File: src/rtl/gen_imp_pkg.sv
// gen_imp_pkg: shared types and constants for the multi-channel pulse generator.
// Channel FSM states, per-channel mode encoding and the default field width.
package gen_imp_pkg;

    typedef enum logic {
        ST_IDLE = 1'b0,
        ST_RUN  = 1'b1
    } state_t;

    localparam logic MODE_CONT    = 1'b0;
    localparam logic MODE_ONESHOT = 1'b1;

    localparam int W_DEF = 16;

endpackage

File: src/rtl/gen_imp_ch.sv
// gen_imp_ch: one pulse-generator channel (FSM, tick counter, optional shadow regs).
// Optional feature: define GEN_IMP_LATCH_EN to capture period/high-time into
// shadow registers on RUN entry and on every wrap; otherwise live values are used.
module gen_imp_ch
    import gen_imp_pkg::*;
#(
    parameter int W = W_DEF
) (
    input  logic         clk,
    input  logic         rst,
    input  logic         ce1us,
    input  logic [W-1:0] per,
    input  logic [W-1:0] wid,
    input  logic         mode,
    input  logic         en,
    input  logic         trig,
    output logic         imp,
    output logic         busy,
    output logic         eop
);

    state_t         r_state;
    state_t         w_state_next;
    logic [W-1:0]   r_cnt;
    logic [W-1:0]   w_cnt_next;
    logic           r_imp;
    logic           r_eop;
    logic           w_imp_next;
    logic           w_eop_next;
    logic [W-1:0]   w_per_eff;      // period governing the current cycle
    logic [W-1:0]   w_per_nx;       // period/high-time after this edge
    logic [W-1:0]   w_wid_nx;
    logic [W-1:0]   w_hi_len;       // min(H, P) of the next period
    logic           w_stop_live;    // live period dropped to zero

`ifdef GEN_IMP_LATCH_EN
    logic [W-1:0]   r_per_sh;
    logic [W-1:0]   r_wid_sh;
    logic           w_capture;

    // Reload on RUN entry and at every period boundary.
    assign w_capture   = w_eop_next || ((r_state == ST_IDLE) && (w_state_next == ST_RUN));
    assign w_per_eff   = r_per_sh;
    assign w_per_nx    = w_capture ? per : r_per_sh;
    assign w_wid_nx    = w_capture ? wid : r_wid_sh;
    assign w_stop_live = 1'b0;

    // Shadow registers for period and high-time.
    always_ff @(posedge clk) begin
        if (rst) begin
            r_per_sh <= '0;
            r_wid_sh <= '0;
        end else if (w_capture) begin
            r_per_sh <= per;
            r_wid_sh <= wid;
        end
    end
`else
    assign w_per_eff   = per;
    assign w_per_nx    = per;
    assign w_wid_nx    = wid;
    assign w_stop_live = (per == '0);
`endif

    assign w_hi_len = (w_wid_nx < w_per_nx) ? w_wid_nx : w_per_nx;

    // Next-state, counter and strobe logic; en=0 overrides everything.
    always_comb begin
        w_state_next = r_state;
        w_cnt_next   = r_cnt;
        w_eop_next   = 1'b0;
        if (!en) begin
            w_state_next = ST_IDLE;
            w_cnt_next   = '0;
        end else begin
            case (r_state)
                ST_IDLE: begin
                    if ((per != '0) && ((mode == MODE_CONT) || trig)) begin
                        w_state_next = ST_RUN;
                        w_cnt_next   = '0;
                    end
                end
                ST_RUN: begin
                    if (w_stop_live) begin
                        w_state_next = ST_IDLE;
                        w_cnt_next   = '0;
                    end else if (ce1us) begin
                        // >= rather than == so a lowered period still terminates.
                        if (r_cnt >= (w_per_eff - W'(1))) begin
                            w_cnt_next = '0;
                            w_eop_next = 1'b1;
                            if (mode == MODE_ONESHOT) begin
                                w_state_next = ST_IDLE;
                            end
`ifdef GEN_IMP_LATCH_EN
                            // A zero period only takes effect at the boundary.
                            if (per == '0) begin
                                w_state_next = ST_IDLE;
                            end
`endif
                        end else begin
                            w_cnt_next = r_cnt + W'(1);
                        end
                    end
                end
                default: begin
                    w_state_next = ST_IDLE;
                    w_cnt_next   = '0;
                end
            endcase
        end
        w_imp_next = (w_state_next == ST_RUN) && (w_cnt_next < w_hi_len);
    end

    // State, counter and registered outputs.
    always_ff @(posedge clk) begin
        if (rst) begin
            r_state <= ST_IDLE;
            r_cnt   <= '0;
            r_imp   <= 1'b0;
            r_eop   <= 1'b0;
        end else begin
            r_state <= w_state_next;
            r_cnt   <= w_cnt_next;
            r_imp   <= w_imp_next;
            r_eop   <= w_eop_next;
        end
    end

    assign imp  = r_imp;
    assign eop  = r_eop;
    assign busy = (r_state == ST_RUN);

endmodule

File: src/rtl/gen_imp_mc.sv
// gen_imp_mc: CH independent pulse-generator channels sharing the 1 us tick.
// Optional feature: GEN_IMP_LATCH_EN (see gen_imp_ch) selects latched parameters.
module gen_imp_mc
    import gen_imp_pkg::*;
#(
    parameter int CH = 4,
    parameter int W  = W_DEF
) (
    input  logic            clk,
    input  logic            rst,
    input  logic            ce1us,
    input  logic [CH*W-1:0] per,
    input  logic [CH*W-1:0] wid,
    input  logic [CH-1:0]   mode,
    input  logic [CH-1:0]   en,
    input  logic [CH-1:0]   trig,
    output logic [CH-1:0]   imp,
    output logic [CH-1:0]   busy,
    output logic [CH-1:0]   eop
);

    generate
        for (genvar gi = 0; gi < CH; gi++) begin : g_ch
            gen_imp_ch #(
                .W(W)
            ) u_ch (
                .clk  (clk),
                .rst  (rst),
                .ce1us(ce1us),
                .per  (per[gi*W +: W]),
                .wid  (wid[gi*W +: W]),
                .mode (mode[gi]),
                .en   (en[gi]),
                .trig (trig[gi]),
                .imp  (imp[gi]),
                .busy (busy[gi]),
                .eop  (eop[gi])
            );
        end
    endgenerate

endmodule
File: config.mk
export PLATFORM = sky130hd
export DESIGN_NAME = gen_imp_mc
export DESIGN_NICKNAME = d
export VERILOG_FILES = /design/src/rtl/gen_imp_pkg.sv /design/src/rtl/gen_imp_ch.sv /design/src/rtl/gen_imp_mc.sv
export SDC_FILE = /design/constraint.sdc
export NUM_CORES = 1
export LEC_CHECK = 0
export ABC_CLOCK_PERIOD_IN_PS = 15500
export BUFFER_PORTS_ARGS = -buffer_cell sky130_fd_sc_hd__clkbuf_2
export CAP_MARGIN = 25
export CORE_AREA = 2 2 131 133
export DETAILED_ROUTE_END_ITERATION = 7
export DIE_AREA = 0 0 133 135
export HOLD_SLACK_MARGIN = 0.06
export PLACE_DENSITY = 0.94
export SYNTH_ARGS = -nofsm -noshare
export SYNTH_HDL_FRONTEND = slang
export SYNTH_SLANG_ARGS = --single-unit
File: constraint.sdc
create_clock -name clk -period 15.5 [get_ports clk]
set_clock_uncertainty 0.15 [all_clocks]
set_input_delay 4.65 -clock clk [delete_from_list [all_inputs] [get_ports clk]]
set_output_delay 4.65 -clock clk [all_outputs]
set_load 0.03 [all_outputs]
==> impl_metrics.csv, run 1 <==
group,metric,value,unit
synthesis,synth_area,0.00971,mm²
layout,leading_cell_types_in_the_layout_fill_and_taps_excluded,"ha_1 (192), nor2_1 (160), clkbuf_2 (154), inv_1 (85), a21oi_1 (82)",
layout,layout.cells.non_filler,1606,
synthesis,yosys_warnings,0,
sta,slew-limit-headroom,41.8,%
floorplanning,fp-row-count,47,
clocking,holdBufCountCts,0,
layout,layout.cells.most_common,"ha_1",
synthesis,ffs_w_async_s_r_synth,0,%
worst_setup_path,r2r-start,"g_ch[2].u_ch.r_cnt[2]",
place,post-dp-hpwl,20800,µm
layout,layout.core_utilization,66.4,%
run,max_cap_violations,0,
clocking,htree_num_levels,3,
floorplanning,ioPinCount,155,
floorplanning,coreArea,0.0164,mm²
grt,grt_pass1_wl,42600,µm
place,post_dp_cell_area,0.0106,mm²
synthesis,postSynthAreaPerCell,7.76,µm²
clocking,cts_made_buffers,9,
clocking,cts_post_setup_buffers_inserted,0,
drt,drt-pass1-iter-count,7,
floorplanning,die-height,135,µm
synthesis,syn_inst,1251,
grt,grt_pass1_vias,9744,
sta,final.min_clock_period,9580,ps
sta,setup-tns-final,0,ps
worst_setup_path,cp.required,15630,ps
worst_setup_path,crit_path_start_kind,"input pin",
power_and_ir_drop,pwr_density,53.5,mW/mm²
floorplanning,dieArea,0.0180,mm²
sta,maxClockFrequency,104,MHz
drt,post_drt_via_cell_ratio,6.05,
worst_setup_path,startpoint,"per[34]",
clocking,clock_tree.root_cell,"clkbuf_16",
synthesis,syn-num-nets,1586,
worst_setup_path,timing.critical_path.to,"g_ch[2].u_ch.imp",
drt,wl_per_cell,15.6,µm
sta,timing_max_transition_violations_final,0,
grt,grt_use_total,28.1,%
worst_setup_path,timing.reg2reg.worst_path_depth,17,
synthesis,synth.ff_latch_count,76,
drt,drtAntennaViolNets,0,
sta,fin_ws,5920,ps
sta,rsz0062_at_grt,"false",
sta,final_hold_viol_count,0,
sta,setup_violations,0,
worst_setup_path,end_kind,"register",
power_and_ir_drop,power.ir.vdd_worst,0.0488,mV
place,routabilityCongestion,0.940,
sta,pin_slew_with_the_least_headroom_to_its_limit,868,ps
drt,dr.first_iter.drc_count,634,
grt,grt_start_max_net_pins,26,
grt,gr-total-overflow,0,
power_and_ir_drop,cellLeakagePower,5.03,nW
drt,number_of_vias_after_detailed_routing,9709,
worst_setup_path,critPathMaxFanout,6,
place,dp_worst_setup_slack,5750,ps
layout,antenna_cells_inserted,0,
worst_setup_path,rr_endpoint,"g_ch[2].u_ch.imp",
clocking,clkTransAtPathRegs,60,ps
clocking,clkSinkCount,76,
worst_setup_path,critPathArrivalTime,9710,ps
synthesis,synth_cell_types,70,
synthesis,synth.yosys.seq_area_share,15.7,%
drt,remaining_drc_errors,0,
clocking,worst_skew_pair.late_latency,330,ps
synthesis,synth-main-ff-cell,"dfxtp_1",
status,status,"finished clean",
floorplanning,die_w,133,µm
place,buffer_ports.inserted,154,
floorplanning,initial_core_util,59.2,%
place,placed_cells_incl_taps,1590,
grt,number_of_antenna_violations_at_the_first_check_in_global_routing,0,
drt,finalWirelength,25000,µm
layout,post-route-cell-area,0.0109,mm²
layout,layout-drive-gt1-share,15.0,%
layout,final_net_count,1716,
synthesis,number_of_flops_mapped_to_enable_cells_by_yosys,0,
sta,final_min_period_over_clock_period,61.8,%
clocking,cts_resized,0,
clocking,cts_tree,"yes",
worst_setup_path,timing.setup.critical_path_class,"input pin to register",
clocking,clock_tree.buffer_depth,2,
layout,area_growth,12.2,%
worst_setup_path,ff2ff_setup_slack,11090,ps
min_path,worstHoldPathType,"register to register",
## registers in the layout, indices dropped and copies added, names as in the netlist
register         count
g_ch.u_ch.busy       4
g_ch.u_ch.eop        4
g_ch.u_ch.imp        4
g_ch.u_ch.r_cnt     64
## worst max-delay path: stages
cell and delay (ps):
clkbuf_2 120, nor4_1 560, nand2_1 240, or3_1 430, xnor2_1 170, ha_1 270, a21oi_1 150, o21ai_0 110
a21oi_1 110, o21ai_0 260, a21oi_1 480, nand2_1 190, or3_1 420, a21oi_1 170, ha_1 260, a21o_1 160
a21o_1 170, a21oi_1 130, o21ai_0 90, o21a_1 170, o21ai_0 210, o2111a_1 200
## through the flow
stage / total power, mW / hold WS (ps)
floorplan: 0.311 / 326
global placement: 0.361 / 362
detailed placement: 0.369 / 379
CTS: 0.584 / 385
global route: 0.616 / 414
finish: 0.582 / 387
## metal layers
layer | GRT usage, % | wire [µm] | vias to the layer above
met4 | 10.3 | 576 | 0
met1 | 34.0 | 10800 | 4481
met3 | 4.65 | 1470 | 73
met5 | 0 | 0 | -
met2 | 50.2 | 12200 | 383
li1 | - | - | 4772
## how the worst min path moves through the flow
stage / to / slack (ps) / from / cells past startpoint
CTS: g_ch[0].u_ch.r_cnt[15] / 380 / g_ch[0].u_ch.r_cnt[15] / 2
detailed placement: g_ch[0].u_ch.r_cnt[15] / 380 / g_ch[0].u_ch.r_cnt[15] / 2
global placement: g_ch[0].u_ch.r_cnt[15] / 360 / g_ch[0].u_ch.r_cnt[15] / 2
floorplan: g_ch[0].u_ch.r_cnt[15] / 330 / g_ch[0].u_ch.r_cnt[15] / 2
global route: g_ch[0].u_ch.r_cnt[15] / 410 / g_ch[0].u_ch.r_cnt[15] / 2
finish: g_ch[0].u_ch.r_cnt[15] / 390 / g_ch[0].u_ch.r_cnt[15] / 2
## kinds of logic (layout without fill, tap and decap cells)
logic type / count (synthesis) / in the layout / synth area share [%]
DFF: 76 / 76 / 15.7
AOI/OAI and AO/OA: 246 / 246 / 16.0
buffers and inverters: 124 / 259 / 5.48
muxes: 50 / 50 / 5.18
adders and majority gates: 192 / 192 / 24.7
xor gates and xnor gates: 97 / 97 / 8.75
and+or+nand+nor: 466 / 466 / 24.2
## synth_stat cells (3+ instances only)
cell type,n,area share (%)
o211ai_1,6,0.46
inv_1,85,3.3
nand2_1,80,3.1
mux2i_1,48,4.9
a211oi_1,16,1.2
nor2_2,10,0.64
nor2b_1,15,0.97
a22oi_1,3,0.23
dfxtp_1,76,16
xor2_1,25,2.3
nand3_1,34,1.8
nor2_1,160,6.2
nor3b_1,7,0.54
a21o_1,31,2.4
nor3_1,38,2.0
clkbuf_1,18,0.70
buf_2,5,0.26
a21boi_0,5,0.39
or3_1,9,0.58
and3_1,11,0.71
a31oi_1,8,0.52
a211o_1,5,0.45
o21ai_0,52,2.7
xnor2_1,72,6.5
nand4_1,46,3.0
buf_4,14,1.1
nor4_1,14,0.90
or2_2,3,0.19
o2111ai_1,3,0.27
and4_1,5,0.45
nand2b_1,5,0.32
o31ai_1,4,0.31
a21oi_1,83,4.3
or4_1,3,0.23
ha_1,192,25
and2_1,8,0.52
a2111oi_0,5,0.45
o21a_1,8,0.62
## where the power goes
group / internal [mW] / total (mW) / switching, mW
clock: 0.130 / 0.216 / 0.0855
combinational: 0.0703 / 0.167 / 0.0972
sequential: 0.197 / 0.199 / 0.00253
## final cells by class
class / instances / area [µm²]
clock buffers: 10 / 239
clock inverters: 6 / 71.3
fillers: 1328 / 5520
inverters: 85 / 319
multi-input cells: 1051 / 7660
flip-flops and latches: 76 / 1520
well taps: 220 / 275
repair buffers: 158 / 805
Note: power is estimated with default switching activity, not from simulation.
==> inputs of run 2 (changes only) <==
--- a/config.mk
+++ b/config.mk
@@ -5,14 +5,14 @@
 export SDC_FILE = /design/constraint.sdc
 export NUM_CORES = 1
 export LEC_CHECK = 0
-export ABC_CLOCK_PERIOD_IN_PS = 15500
+export ABC_CLOCK_PERIOD_IN_PS = 8500
 export BUFFER_PORTS_ARGS = -buffer_cell sky130_fd_sc_hd__clkbuf_2
 export CAP_MARGIN = 25
-export CORE_AREA = 2 2 131 133
+export CORE_AREA = 2 2 139 141
 export DETAILED_ROUTE_END_ITERATION = 7
-export DIE_AREA = 0 0 133 135
+export DIE_AREA = 0 0 141 143
 export HOLD_SLACK_MARGIN = 0.06
-export PLACE_DENSITY = 0.94
+export PLACE_DENSITY = 0.89
 export SYNTH_ARGS = -nofsm -noshare
 export SYNTH_HDL_FRONTEND = slang
 export SYNTH_SLANG_ARGS = --single-unit
==> constraint.sdc (replaced) <==
create_clock -name clk -period 8.5 [get_ports clk]
set_clock_uncertainty 0.15 [all_clocks]
set_input_delay 2.55 -clock clk [delete_from_list [all_inputs] [get_ports clk]]
set_output_delay 2.55 -clock clk [all_outputs]
set_load 0.03 [all_outputs]
==> impl_metrics.csv, run 2 (synthesis results as in run 1) <==
group,metric,value,unit
status,status,"finished clean",
layout,largest_register_ffs,64,
grt,gr-total-overflow,0,
min_path,whs_endpoint,"g_ch[0].u_ch.r_cnt[15]",
worst_setup_path,timing.setup.critical_path_class,"input pin to register",
worst_setup_path,r2r-start,"g_ch[2].u_ch.r_cnt[2]",
layout,leading_cell_types_in_the_layout_fill_and_taps_excluded,"ha_1 (192), nor2_1 (160), clkbuf_2 (154), inv_1 (85), a21oi_1 (82)",
sta,final_min_period_over_clock_period,86.5,%
worst_setup_path,timing.critical_path.slowest_cell_delay,550,ps
floorplanning,dieArea,0.0202,mm²
place,dp_worst_setup_slack,867,ps
layout,final_net_count,1717,
floorplanning,fp-row-count,50,
drt,drtAntennaViolNets,0,
place,buffer_ports.inserted,154,
worst_setup_path,critPathArrivalTime,7490,ps
min_path,worstHoldStart,"g_ch[0].u_ch.r_cnt[15]",
worst_setup_path,critPathMaxFanout,6,
layout,layout.cells.most_common,"ha_1",
clocking,htree_num_levels,3,
layout,max_flop_register,"g_ch.u_ch.r_cnt",
worst_setup_path,cpMaxStageDelayCell,"nor4_1",
place,post-dp-hpwl,21100,µm
layout,layout-drive-gt1-share,15.0,%
power_and_ir_drop,cellLeakagePower,5.04,nW
sta,rsz0062_at_grt,"false",
layout,post-route-cell-area,0.0109,mm²
worst_setup_path,ff2ff_setup_slack,4170,ps
layout,antenna_cells_inserted,0,
place,placed_cells_incl_taps,1605,
layout,area_growth,12.6,%
clocking,cts_resized,0,
drt,number_of_vias_after_detailed_routing,9624,
clocking,holdBufCountCts,0,
grt,grt_pass1_vias,9337,
drt,drt-pass1-iter-count,5,
sta,setup_violations,0,
sta,pin_slew_with_the_least_headroom_to_its_limit,853,ps
drt,wl_per_cell,15.5,µm
clocking,clkSinkCount,76,
clocking,clock_tree.buffer_depth,2,
sta,fin_ws,1150,ps
run,max_cap_violations,0,
power_and_ir_drop,pwr_density,100,mW/mm²
clocking,worst_skew_pair.late_latency,340,ps
sta,setup-tns-final,0,ps
grt,grt_start_max_net_pins,26,
grt,grt_use_total,24.8,%
floorplanning,die-height,143,µm
worst_setup_path,timing.critical_path.cells,"clkbuf_2 -> nor4_1 -> nand2_1 -> or3_1 -> xnor2_1 -> ha_1 -> a21oi_1 -> o21ai_0 -> a21oi_1 -> o21ai_0 -> a21oi_1 -> nand2_1 -> or3_1 -> a21oi_1 -> ha_1 -> a21o_1 -> a21o_1 -> a21oi_1 -> o21ai_0 -> o21a_1 -> o21ai_0 -> o2111a_1",
min_path,worst_hold_path.num_cells,2,
power_and_ir_drop,power.ir.vdd_worst,0.0771,mV
min_path,worstHoldPathType,"register to register",
clocking,cts_post_setup_buffers_inserted,0,
floorplanning,initial_core_util,52.3,%
clocking,clock_tree.root_cell,"clkbuf_16",
clocking,cts_made_buffers,9,
worst_setup_path,timing.reg2reg.worst_path_depth,17,
layout,layout.cells.non_filler,1621,
sta,maxClockFrequency,136,MHz
drt,finalWirelength,25100,µm
sta,timing_max_transition_violations_final,0,
drt,remaining_drc_errors,0,
drt,post_drt_via_cell_ratio,5.94,
grt,grt_pass1_wl,41900,µm
power_and_ir_drop,fin_total_pwr,1.09,mW
place,routabilityCongestion,0.939,
grt,number_of_antenna_violations_at_the_first_check_in_global_routing,0,
floorplanning,die_w,141,µm
worst_setup_path,cp.required,8630,ps
worst_setup_path,end_kind,"register",
sta,slew-limit-headroom,43.1,%
worst_setup_path,rr_endpoint,"g_ch[2].u_ch.imp",
worst_setup_path,crit_path_start_kind,"input pin",
worst_setup_path,worst_path_most_repeated_cell,"a21oi_1",
floorplanning,ioPinCount,155,
clocking,clkTransAtPathRegs,70,ps
clocking,cts_tree,"yes",
sta,final.min_clock_period,7350,ps
floorplanning,coreArea,0.0186,mm²
drt,dr.first_iter.drc_count,602,
sta,final_hold_viol_count,0,
place,post_dp_cell_area,0.0106,mm²
[run 2: cell types whose count changed in the layout (fill, tap and decap cells not counted)]
cell | previous run | this run
buf_4 | 3 | 4
bufinv_16 | 1 | 2
clkbuf_1 | 0 | 1
clkinvlp_4 | 2 | 1
inv_6 | 1 | 0
[run 2: area by class of cell]
| type | count | area, µm² |
|---|---|---|
| fillers | 1644 | 7650 |
| clock buffers | 11 | 243 |
| multi-input cells | 1051 | 7660 |
| clock inverters | 5 | 85.1 |
| flip-flops and latches | 76 | 1520 |
| repair buffers | 159 | 812 |
| inverters | 85 | 319 |
| well taps | 234 | 293 |
[run 2: routing by layer]
metal	track usage, %	up-vias	routed length [µm]
met5	0	-	0
met3	3.79	68	1480
met2	44.4	356	12100
met1	30.5	4416	10900
li1	-	4784	-
met4	8.32	0	593
[run 2: worst max path at each step]
stage | cells after the start | startpoint | slack, ps | end
2_1_floorplan | 22 | per[18] | 1550 | g_ch[1].u_ch.imp
3_3_place_gp | 22 | per[34] | 1130 | g_ch[2].u_ch.imp
3_5_place_dp | 22 | per[18] | 870 | g_ch[1].u_ch.imp
4_1_cts | 22 | per[18] | 1230 | g_ch[1].u_ch.imp
5_1_grt | 22 | per[34] | 800 | g_ch[2].u_ch.imp
6_report | 22 | per[34] | 1150 | g_ch[2].u_ch.imp
[run 2: stage by stage]
step | hold slack, ps | utilization [%]
after floorplan | 326 | -
final | 380 | 58.8
after CTS | 376 | 58.8
after global routing | 434 | 58.8
after global placement | 353 | 57.0
after detailed placement | 369 | 57.1
[run 2: worst max-delay path: cells and delay by family]
family	cells	cell delay (ps)
AO/OA/AOI/OAI	13	2300
adder cells (fa/ha/maj)	2	550
buffers and inverters	1	120
AND/OR/NAND/NOR	5	1800
XOR/XNOR	1	140
[run 2: power breakdown]
| part | total [mW] | switching (mW) | leakage [nW] | internal [mW] |
|---|---|---|---|---|
| Sequential | 0.363 | 0.00473 | 0.614 | 0.359 |
| Clock | 0.426 | 0.159 | 0.156 | 0.266 |
| Combinational | 0.305 | 0.177 | 4.27 | 0.128 |
| Total | 1.09 | 0.341 | 5.04 | 0.754 |
